**config.mk**
```make
export PLATFORM = sky130hd
export DESIGN_NAME = sh7604_divu_arb
export DESIGN_NICKNAME = d
export VERILOG_FILES = /design/src/rtl/sh7604_divu_arb_pkg.sv /design/src/rtl/sh7604_divu_arb_lock.sv /design/src/rtl/sh7604_divu_arb.sv
export SDC_FILE = /design/constraint.sdc
export NUM_CORES = 1
export LEC_CHECK = 0
export BUFFER_PORTS_ARGS = -buffer_cell sky130_fd_sc_hd__buf_4
export CORE_AREA = 2 2 122 124
export CTS_CLUSTER_SIZE = 28
export DETAILED_ROUTE_END_ITERATION = 6
export DIE_AREA = 0 0 124 126
export PLACE_DENSITY_LB_ADDON = 0.25
export SLEW_MARGIN = 20
export SYNTH_ARGS = -nofsm -noshare
export SYNTH_HDL_FRONTEND = slang
export SYNTH_HIERARCHICAL = 1
export SYNTH_SLANG_ARGS = --single-unit
```
**constraint.sdc**
```tcl
create_clock -name CLK -period 3.5 [get_ports CLK]
set_input_delay 0.525 -clock CLK [delete_from_list [all_inputs] [get_ports CLK]]
set_output_delay 0.525 -clock CLK [all_outputs]
set_load 0.005 [all_outputs]
```
**src/rtl/sh7604_divu_arb_pkg.sv**
```systemverilog
// Shared types and constants for the SH7604 divider-window arbiter.
// Optional build macro used by the top: SH7604_DIVARB_RR_EN (round-robin tie-break).
package sh7604_divu_arb_pkg;

    typedef enum logic [1:0] {
        ST_IDLE = 2'd0,
        ST_G0   = 2'd1,
        ST_G1   = 2'd2
    } divarb_state_t;

    // Divider register window on the internal bus
    localparam logic [31:0] DIVU_BASE  = 32'hFFFF_FF00;
    localparam logic [31:0] DIVU_LIMIT = 32'hFFFF_FF1F;

    // Writes here start a division; reads here return a result
    localparam logic [4:0] OFS_START_A = 5'h04;
    localparam logic [4:0] OFS_START_B = 5'h14;
    localparam logic [4:0] OFS_RES_A   = 5'h04;
    localparam logic [4:0] OFS_RES_B   = 5'h14;
    localparam logic [4:0] OFS_RES_C   = 5'h1C;

    // Lock owner codes as seen on LOCK_OWN
    localparam logic [1:0] OWN_NONE = 2'b00;
    localparam logic [1:0] OWN_M0   = 2'b01;
    localparam logic [1:0] OWN_M1   = 2'b10;

    function automatic logic in_window(input logic [31:0] a);
        return (a >= DIVU_BASE) && (a <= DIVU_LIMIT);
    endfunction

    function automatic logic is_start_ofs(input logic [4:0] ofs);
        return (ofs == OFS_START_A) || (ofs == OFS_START_B);
    endfunction

    function automatic logic is_result_ofs(input logic [4:0] ofs);
        return (ofs == OFS_RES_A) || (ofs == OFS_RES_B) || (ofs == OFS_RES_C);
    endfunction

    // Owner code of the master a grant state serves (OWN_NONE when idle)
    function automatic logic [1:0] grant_code(input divarb_state_t s);
        case (s)
            ST_G0:   return OWN_M0;
            ST_G1:   return OWN_M1;
            default: return OWN_NONE;
        endcase
    endfunction

endpackage

```
**src/rtl/sh7604_divu_arb_lock.sv**
```systemverilog
// Division ownership lock: owner register, abandonment timer and the
// one-tick timeout pulse. All updates happen on the CE_R tick only.
module sh7604_divarb_lock #(
    parameter int LOCK_TIMEOUT = 64
) (
    input  logic       clk_i,
    input  logic       rst_ni,
    input  logic       ce_i,
    input  logic       set_i,      // start write forwarded this tick
    input  logic [1:0] set_own_i,  // owner code of the master that wrote
    input  logic       release_i,  // owner's result read forwarded this tick
    input  logic       hold_i,     // owner is granted, or is being granted this tick
    output logic [1:0] own_o,
    output logic       to_o
);

    localparam logic [7:0] TO_LAST = 8'(LOCK_TIMEOUT - 1);

    logic [1:0] own_q, own_d;
    logic [7:0] timer_q, timer_d;
    logic       to_q, to_d;

    // Next lock state: set beats release beats timeout; an owner grant keeps the timer at zero
    always_comb begin
        own_d   = own_q;
        timer_d = timer_q;
        to_d    = to_q;
        if (ce_i) begin
            to_d = 1'b0;
            if (set_i) begin
                own_d   = set_own_i;
                timer_d = 8'd0;
            end else if (release_i) begin
                own_d   = 2'b00;
                timer_d = 8'd0;
            end else if ((own_q == 2'b00) || hold_i) begin
                timer_d = 8'd0;
            end else if (timer_q == TO_LAST) begin
                own_d   = 2'b00;
                timer_d = 8'd0;
                to_d    = 1'b1;
            end else begin
                timer_d = timer_q + 8'd1;
            end
        end
    end

    // Lock registers with synchronous active-low reset
    always_ff @(posedge clk_i) begin
        if (!rst_ni) begin
            own_q   <= 2'b00;
            timer_q <= 8'd0;
            to_q    <= 1'b0;
        end else begin
            own_q   <= own_d;
            timer_q <= timer_d;
            to_q    <= to_d;
        end
    end

    assign own_o = own_q;
    assign to_o  = to_q;

endmodule

```
**src/rtl/sh7604_divu_arb.sv**
```systemverilog
// Two-master arbiter for the SH7604 divider register window (M0 = CPU, M1 = DMAC).
// Build macro: SH7604_DIVARB_RR_EN selects round-robin tie-break; otherwise FIXED_PRIO wins.
//
// Bus handshake: a master presents REQ with A/DI/BA/WE and holds them while BUSY=1;
// the access completes on a CE_R tick where REQ=1 and BUSY=0, with read data on DO.
// A granted master's access is forwarded as D_REQ and completes when D_BUSY=0.
module sh7604_divu_arb
    import sh7604_divu_arb_pkg::*;
#(
    parameter int LOCK_TIMEOUT = 64,
    parameter int FIXED_PRIO   = 0
) (
    input  logic        CLK,
    input  logic        RST_N,
    input  logic        CE_R,
    input  logic [31:0] M0_A,
    input  logic [31:0] M1_A,
    input  logic [31:0] M0_DI,
    input  logic [31:0] M1_DI,
    input  logic [3:0]  M0_BA,
    input  logic [3:0]  M1_BA,
    input  logic        M0_WE,
    input  logic        M1_WE,
    input  logic        M0_REQ,
    input  logic        M1_REQ,
    output logic [31:0] M0_DO,
    output logic [31:0] M1_DO,
    output logic        M0_BUSY,
    output logic        M1_BUSY,
    output logic [31:0] D_A,
    output logic [31:0] D_DI,
    output logic [3:0]  D_BA,
    output logic        D_WE,
    output logic        D_REQ,
    input  logic [31:0] D_DO,
    input  logic        D_BUSY,
    output logic [1:0]  LOCK_OWN,
    output logic        LOCK_TO
);

    divarb_state_t state_q, state_d;
    logic          sel0, sel1;
    logic          elig0, elig1;
    logic          tie_m1;
    logic [1:0]    lock_own;
    logic [1:0]    cur_code;
    logic          lock_set, lock_rel, lock_hold;

    assign sel0 = M0_REQ && in_window(M0_A);
    assign sel1 = M1_REQ && in_window(M1_A);

    // A master may be granted only while the lock is free or its own
    assign elig0 = sel0 && (lock_own != OWN_M1);
    assign elig1 = sel1 && (lock_own != OWN_M0);

`ifdef SH7604_DIVARB_RR_EN
    logic last_m1_q;

    // Remember who was granted last; starts at M1 so M0 wins the first tie
    always_ff @(posedge CLK) begin
        if (!RST_N) begin
            last_m1_q <= 1'b1;
        end else if (CE_R && (state_q == ST_IDLE) && (state_d != ST_IDLE)) begin
            last_m1_q <= (state_d == ST_G1);
        end
    end

    assign tie_m1 = !last_m1_q;
`else
    localparam logic TIE_M1 = (FIXED_PRIO != 0);
    assign tie_m1 = TIE_M1;
`endif

    // FSM state register, advanced only on CE_R
    always_ff @(posedge CLK) begin
        if (!RST_N) begin
            state_q <= ST_IDLE;
        end else if (CE_R) begin
            state_q <= state_d;
        end
    end

    // FSM next state: grant from IDLE, return to IDLE when the owner deselects
    always_comb begin
        state_d = state_q;
        case (state_q)
            ST_IDLE: begin
                if (elig0 && elig1) begin
                    state_d = tie_m1 ? ST_G1 : ST_G0;
                end else if (elig0) begin
                    state_d = ST_G0;
                end else if (elig1) begin
                    state_d = ST_G1;
                end
            end
            ST_G0:   if (!sel0) state_d = ST_IDLE;
            ST_G1:   if (!sel1) state_d = ST_IDLE;
            default: state_d = ST_IDLE;
        endcase
    end

    // FSM outputs: forward the granted master, stall every other selected master.
    // Only in-window accesses are forwarded, and everything reads zero while in reset.
    always_comb begin
        D_A     = 32'd0;
        D_DI    = 32'd0;
        D_BA    = 4'd0;
        D_WE    = 1'b0;
        D_REQ   = 1'b0;
        M0_BUSY = 1'b0;
        M1_BUSY = 1'b0;
        M0_DO   = 32'd0;
        M1_DO   = 32'd0;
        if (RST_N) begin
            M0_BUSY = sel0;
            M1_BUSY = sel1;
            if ((state_q == ST_G0) && sel0) begin
                D_A     = M0_A;
                D_DI    = M0_DI;
                D_BA    = M0_BA;
                D_WE    = M0_WE;
                D_REQ   = 1'b1;
                M0_BUSY = D_BUSY;
                M0_DO   = D_DO;
            end else if ((state_q == ST_G1) && sel1) begin
                D_A     = M1_A;
                D_DI    = M1_DI;
                D_BA    = M1_BA;
                D_WE    = M1_WE;
                D_REQ   = 1'b1;
                M1_BUSY = D_BUSY;
                M1_DO   = D_DO;
            end
        end
    end

    // Lock strobes are decoded from the forwarded access itself
    assign cur_code  = grant_code(state_q);
    assign lock_set  = D_REQ && D_WE && !D_BUSY && is_start_ofs(D_A[4:0]);
    assign lock_rel  = D_REQ && !D_WE && !D_BUSY && is_result_ofs(D_A[4:0])
                       && (lock_own == cur_code);
    assign lock_hold = (lock_own == cur_code) || (lock_own == grant_code(state_d));

    sh7604_divarb_lock #(
        .LOCK_TIMEOUT(LOCK_TIMEOUT)
    ) u_lock (
        .clk_i    (CLK),
        .rst_ni   (RST_N),
        .ce_i     (CE_R),
        .set_i    (lock_set),
        .set_own_i(cur_code),
        .release_i(lock_rel),
        .hold_i   (lock_hold),
        .own_o    (lock_own),
        .to_o     (LOCK_TO)
    );

    assign LOCK_OWN = lock_own;

endmodule

```
==> flow_summary_export.csv <==
group,metric,value,unit
cts,worst_skew_pair.late_latency,0.24,ns
setup_path,cp_data_arrival_time,2.45,ns
setup_path,critical_path.startpoint_type,"flop",
sta,final_hold_viol_count,0,
setup_path,worstReg2RegEnd,"u_lock/timer_q[5]",
routing,via_per_inst,4.470,
setup_path,setup.worst_path.end_class,"primary output",
logic_synthesis,netlist_instances,373,
setup_path,worstSetupPathType,"reg -> out",
cts,cts.sink_count,13,
sta,final.period_utilization,84.92,%
power,power_leakage,2.336,nW
grt,antenna_found_initial,0,
cts,post_cts_resize_count,0,
logic_synthesis,synthesis.area_per_instance,6.487,um^2
sta,grt_setup_unrepaired,"no",
grt,grt_pass1_vias,3623,
routing,routed_via_count,3759,
cts,cts_max_level,1,
routing,first_pass_iters,4,
logic_synthesis,ys.warnings.count,6,
logic_synthesis,yosysSeqAreaShare,10.75,%
grt,grt_usage,14.59,%
logic_synthesis,synthSimpleGateAreaFrac,48.29,%
logic_synthesis,synth-adder-area-share,0.9307,%
routing,post-route-drc-count,0,
cells_and_area,final_net_count,835,
sta,max_clock_freq,0.3364,GHz
die,floorplan.core_area,14310,um^2
sta,clock-skew-final,0.004005,ns
setup_path,crit_chain,"nor2b_1 > and4_4 > buf_4 > a22oi_1 > nor2b_1 > buf_4",
placement,place.port_buffers,311,
die,design.die.area,15620,um^2
routing,routed_length_per_instance,14.69,um
setup_path,cp_slowest_stage_delay,0.46,ns
logic_synthesis,yosys.cell_types.count,54,
cells_and_area,area.sequential,260.3,um^2
cts,postCtsSetupBuffers,0,
cts,clock_pin_slew_on_the_worst_setup_and_hold_paths,0.05,ns
setup_path,cp_slowest_cell,"dfxtp_1",
logic_synthesis,synth.ff_latch_count,13,
logic_synthesis,netlist.top_cell.by_area,"a22oi_1",
logic_synthesis,synth_top_flop_cell,"dfxtp_1",
logic_synthesis,post_synth_instance_area,2420,um^2
cts,cts_tree,"done",
grt,grt.overflow.total,0,
setup_path,timing.rr.start,"state_q[0]",
sta,post_route_setup_slack,0.5277,ns
logic_synthesis,synth_enable_flop_cells,0,
logic_synthesis,synth.mux.area_fraction,0.4137,%
logic_synthesis,async_reset_ff_share,0,%
routing,detail_route.wirelength,12360,um
sta,worst-slew-pin-transition,0.5422,ns
cts,cts_hold_buf,0,
die,chipHeight,126,um
sta,final-max-slew-violation-count,0,
grt,grt_max_degree,62,
sta,finalSetupViolations,0,
setup_path,required,2.97,ns
sta,min_period,2.972,ns
die,effective_utilization_at_floorplan,16.91,%
cells_and_area,area_occupied_by_multi_input_gates,1962,um^2
logic_synthesis,netlist_top_cells_area,"a22oi_1 (12%), nor2_1 (11%), nor2b_1 (11%)",
cells_and_area,layout.filler_cells,1556,
cts,cts_made_buffers,3,
run,maxcap_viol_count,0,
power,power.density_cell_area,118.9,nW/um^2
routing,drt-initial-drc-count,147,
logic_synthesis,synth_compound_gate_area_share,29.16,%
routing,postRouteAntennaNets,0,
setup_path,worst-path-max-fanout,36,
sta,setup_tns,0,ns
cts,cts_root_buf,"clkbuf_16",
setup_path,cp-endpoint,"D_DI[11]",
logic_synthesis,main_combinational_cell_family_by_area_after_synthesis,"simple AND/OR/NAND/NOR gates",
cells_and_area,drive_above_1_share,51.14,%
grt,grt_first_pass_wirelength,18440,um
die,fp-row-count,44,
cells_and_area,area_growth,103.9,%
setup_path,r2r_setup_slack,0.76,ns
placement,place.gp.congestion,0.8455,
die,i_o_pin_count,315,
placement,hpwl,10050,um
sta,relSlewSlack,63.86,%
logic_synthesis,synth_xor_area_share,1.810,%
power,irDropWorstVdd,0.1357,mV
setup_path,r2r_cells,9,
hold_path,hold_class,"reg -> reg",
outcome,status,"finished clean",
cells_and_area,antennaDiodeCount,0,
logic_synthesis,top_area_cell_type_share_of_the_netlist_area,11.79,%
setup_path,crit_startpoint,"state_q[1]",
cts,clk_path_buf_depth,2,
die,chipWidth,124,um
placement,dpl_ws,0.5376,ns
critical path, delay by kind of cell, from the launching register on:
kind                   cells  cell delay [ns]
and+or+nand+nor            3             1.04
DFF                        1             0.46
buffers and inverters      2             0.53
AOI/OAI and AO/OA          1             0.16
layer usage:
metal | vias up | wire length, um | GRT usage [%]
met5 | - | 0 | 0
met4 | 0 | 204 | 3.173
met3 | 14 | 890 | 2.853
met2 | 156 | 6487 | 26.99
met1 | 1707 | 4771 | 17.14
li1 | 1882 | - | -
through the flow:
stage | total power, mW | hold WS (ns) | area, um^2 | util (%) | std cells
global placement | 0.3705 | 0.5020 | 4856 | 33.92 | 837
floorplan | 0.2141 | 0.4799 | 2427 | - | 375
CTS | 0.5930 | 0.5285 | 4935 | 34.48 | 841
detailed placement | 0.3738 | 0.5169 | 4856 | 33.92 | 837
finish | 0.5867 | 0.5328 | 4935 | 34.48 | 841
global route | 0.6228 | 0.5607 | 4935 | 34.48 | 841
power by group:
| part | switching [mW] | internal [mW] | leakage, nW | total (mW) |
|---|---|---|---|---|
| combinational | 0.0712 | 0.146 | 2.19 | 0.217 |
| sequential | 0.00316 | 0.150 | 0.105 | 0.153 |
| clock | 0.0623 | 0.154 | 0.0382 | 0.216 |
| total | 0.137 | 0.450 | 2.34 | 0.587 |
cell usage in the layout (no fill, tap or decap), drive strengths merged, types with 2 or more instances in the layout:
cell	netlist	routed
nand2	41	41
nand3	8	8
and2	3	3
buf	12	317
nor2	71	71
or3	4	4
dfxtp	13	13
nand4bb	2	2
and4	4	4
nor3b	2	2
o21ai	9	9
a22o	2	2
clkbuf	27	4
a21oi	8	8
o311ai	2	2
xor2	4	4
a22oi	40	40
a21boi	27	27
nor3	3	3
conb	1	3
nand4b	2	2
nand2b	2	2
inv	3	3
nor2b	42	42
nor4	4	4
nand4	17	17
and3	4	4
cells in the mapped netlist (2+ instances only):
cell	n
nor3_1	3
or3_1	4
nor2b_1	42
buf_4	4
nand3_1	7
o21ai_0	9
clkbuf_1	26
nor2_1	71
nor4_4	3
buf_2	6
inv_1	3
and3_1	4
nand2_1	41
nand4_2	2
a22oi_1	38
a22o_1	2
xor2_1	4
dfxtp_1	13
a21oi_1	8
nand4_1	15
nand2b_1	2
and4_1	3
nand4b_1	2
and2_1	3
o311ai_1	2
a21boi_0	27
buf_6	2
cell type report:
class / instances / share of cell area [%]
timing repair buffer: 317 / 48.48
clock buffer: 4 / 1.597
sequential: 13 / 5.274
inverter: 3 / 0.2282
multi-input combinational: 320 / 39.76
tap: 184 / 4.665
cells by family after synthesis:
family                   after synthesis
buffers and inverters                 42
XOR/XNOR                               5
AO/OA/AOI/OAI                         95
multiplexers                           1
AND/OR/NAND/NOR                      214
adder cells (fa/ha/maj)                2
other                                  1
flip-flops                            13
worst min-delay path by stage:
stage                                 start                 to  slack (ns)  depth (start not counted)
after global placement    u_lock/timer_q[1]  u_lock/timer_q[1]        0.50                          2
after global routing      u_lock/timer_q[5]  u_lock/timer_q[5]        0.56                          2
after CTS                 u_lock/timer_q[5]  u_lock/timer_q[5]        0.53                          2
final                     u_lock/timer_q[5]  u_lock/timer_q[5]        0.53                          2
after floorplan           u_lock/timer_q[7]  u_lock/timer_q[7]        0.48                          2
after detailed placement  u_lock/timer_q[5]  u_lock/timer_q[5]        0.52                          2
registers in the layout (all words and copies together), names as in the netlist:
name and count:
u_lock/to_o 1, u_lock/timer_q 8, state_q 2, u_lock/own_o 2
No activity file was read; power rests on OpenSTA's default activity.
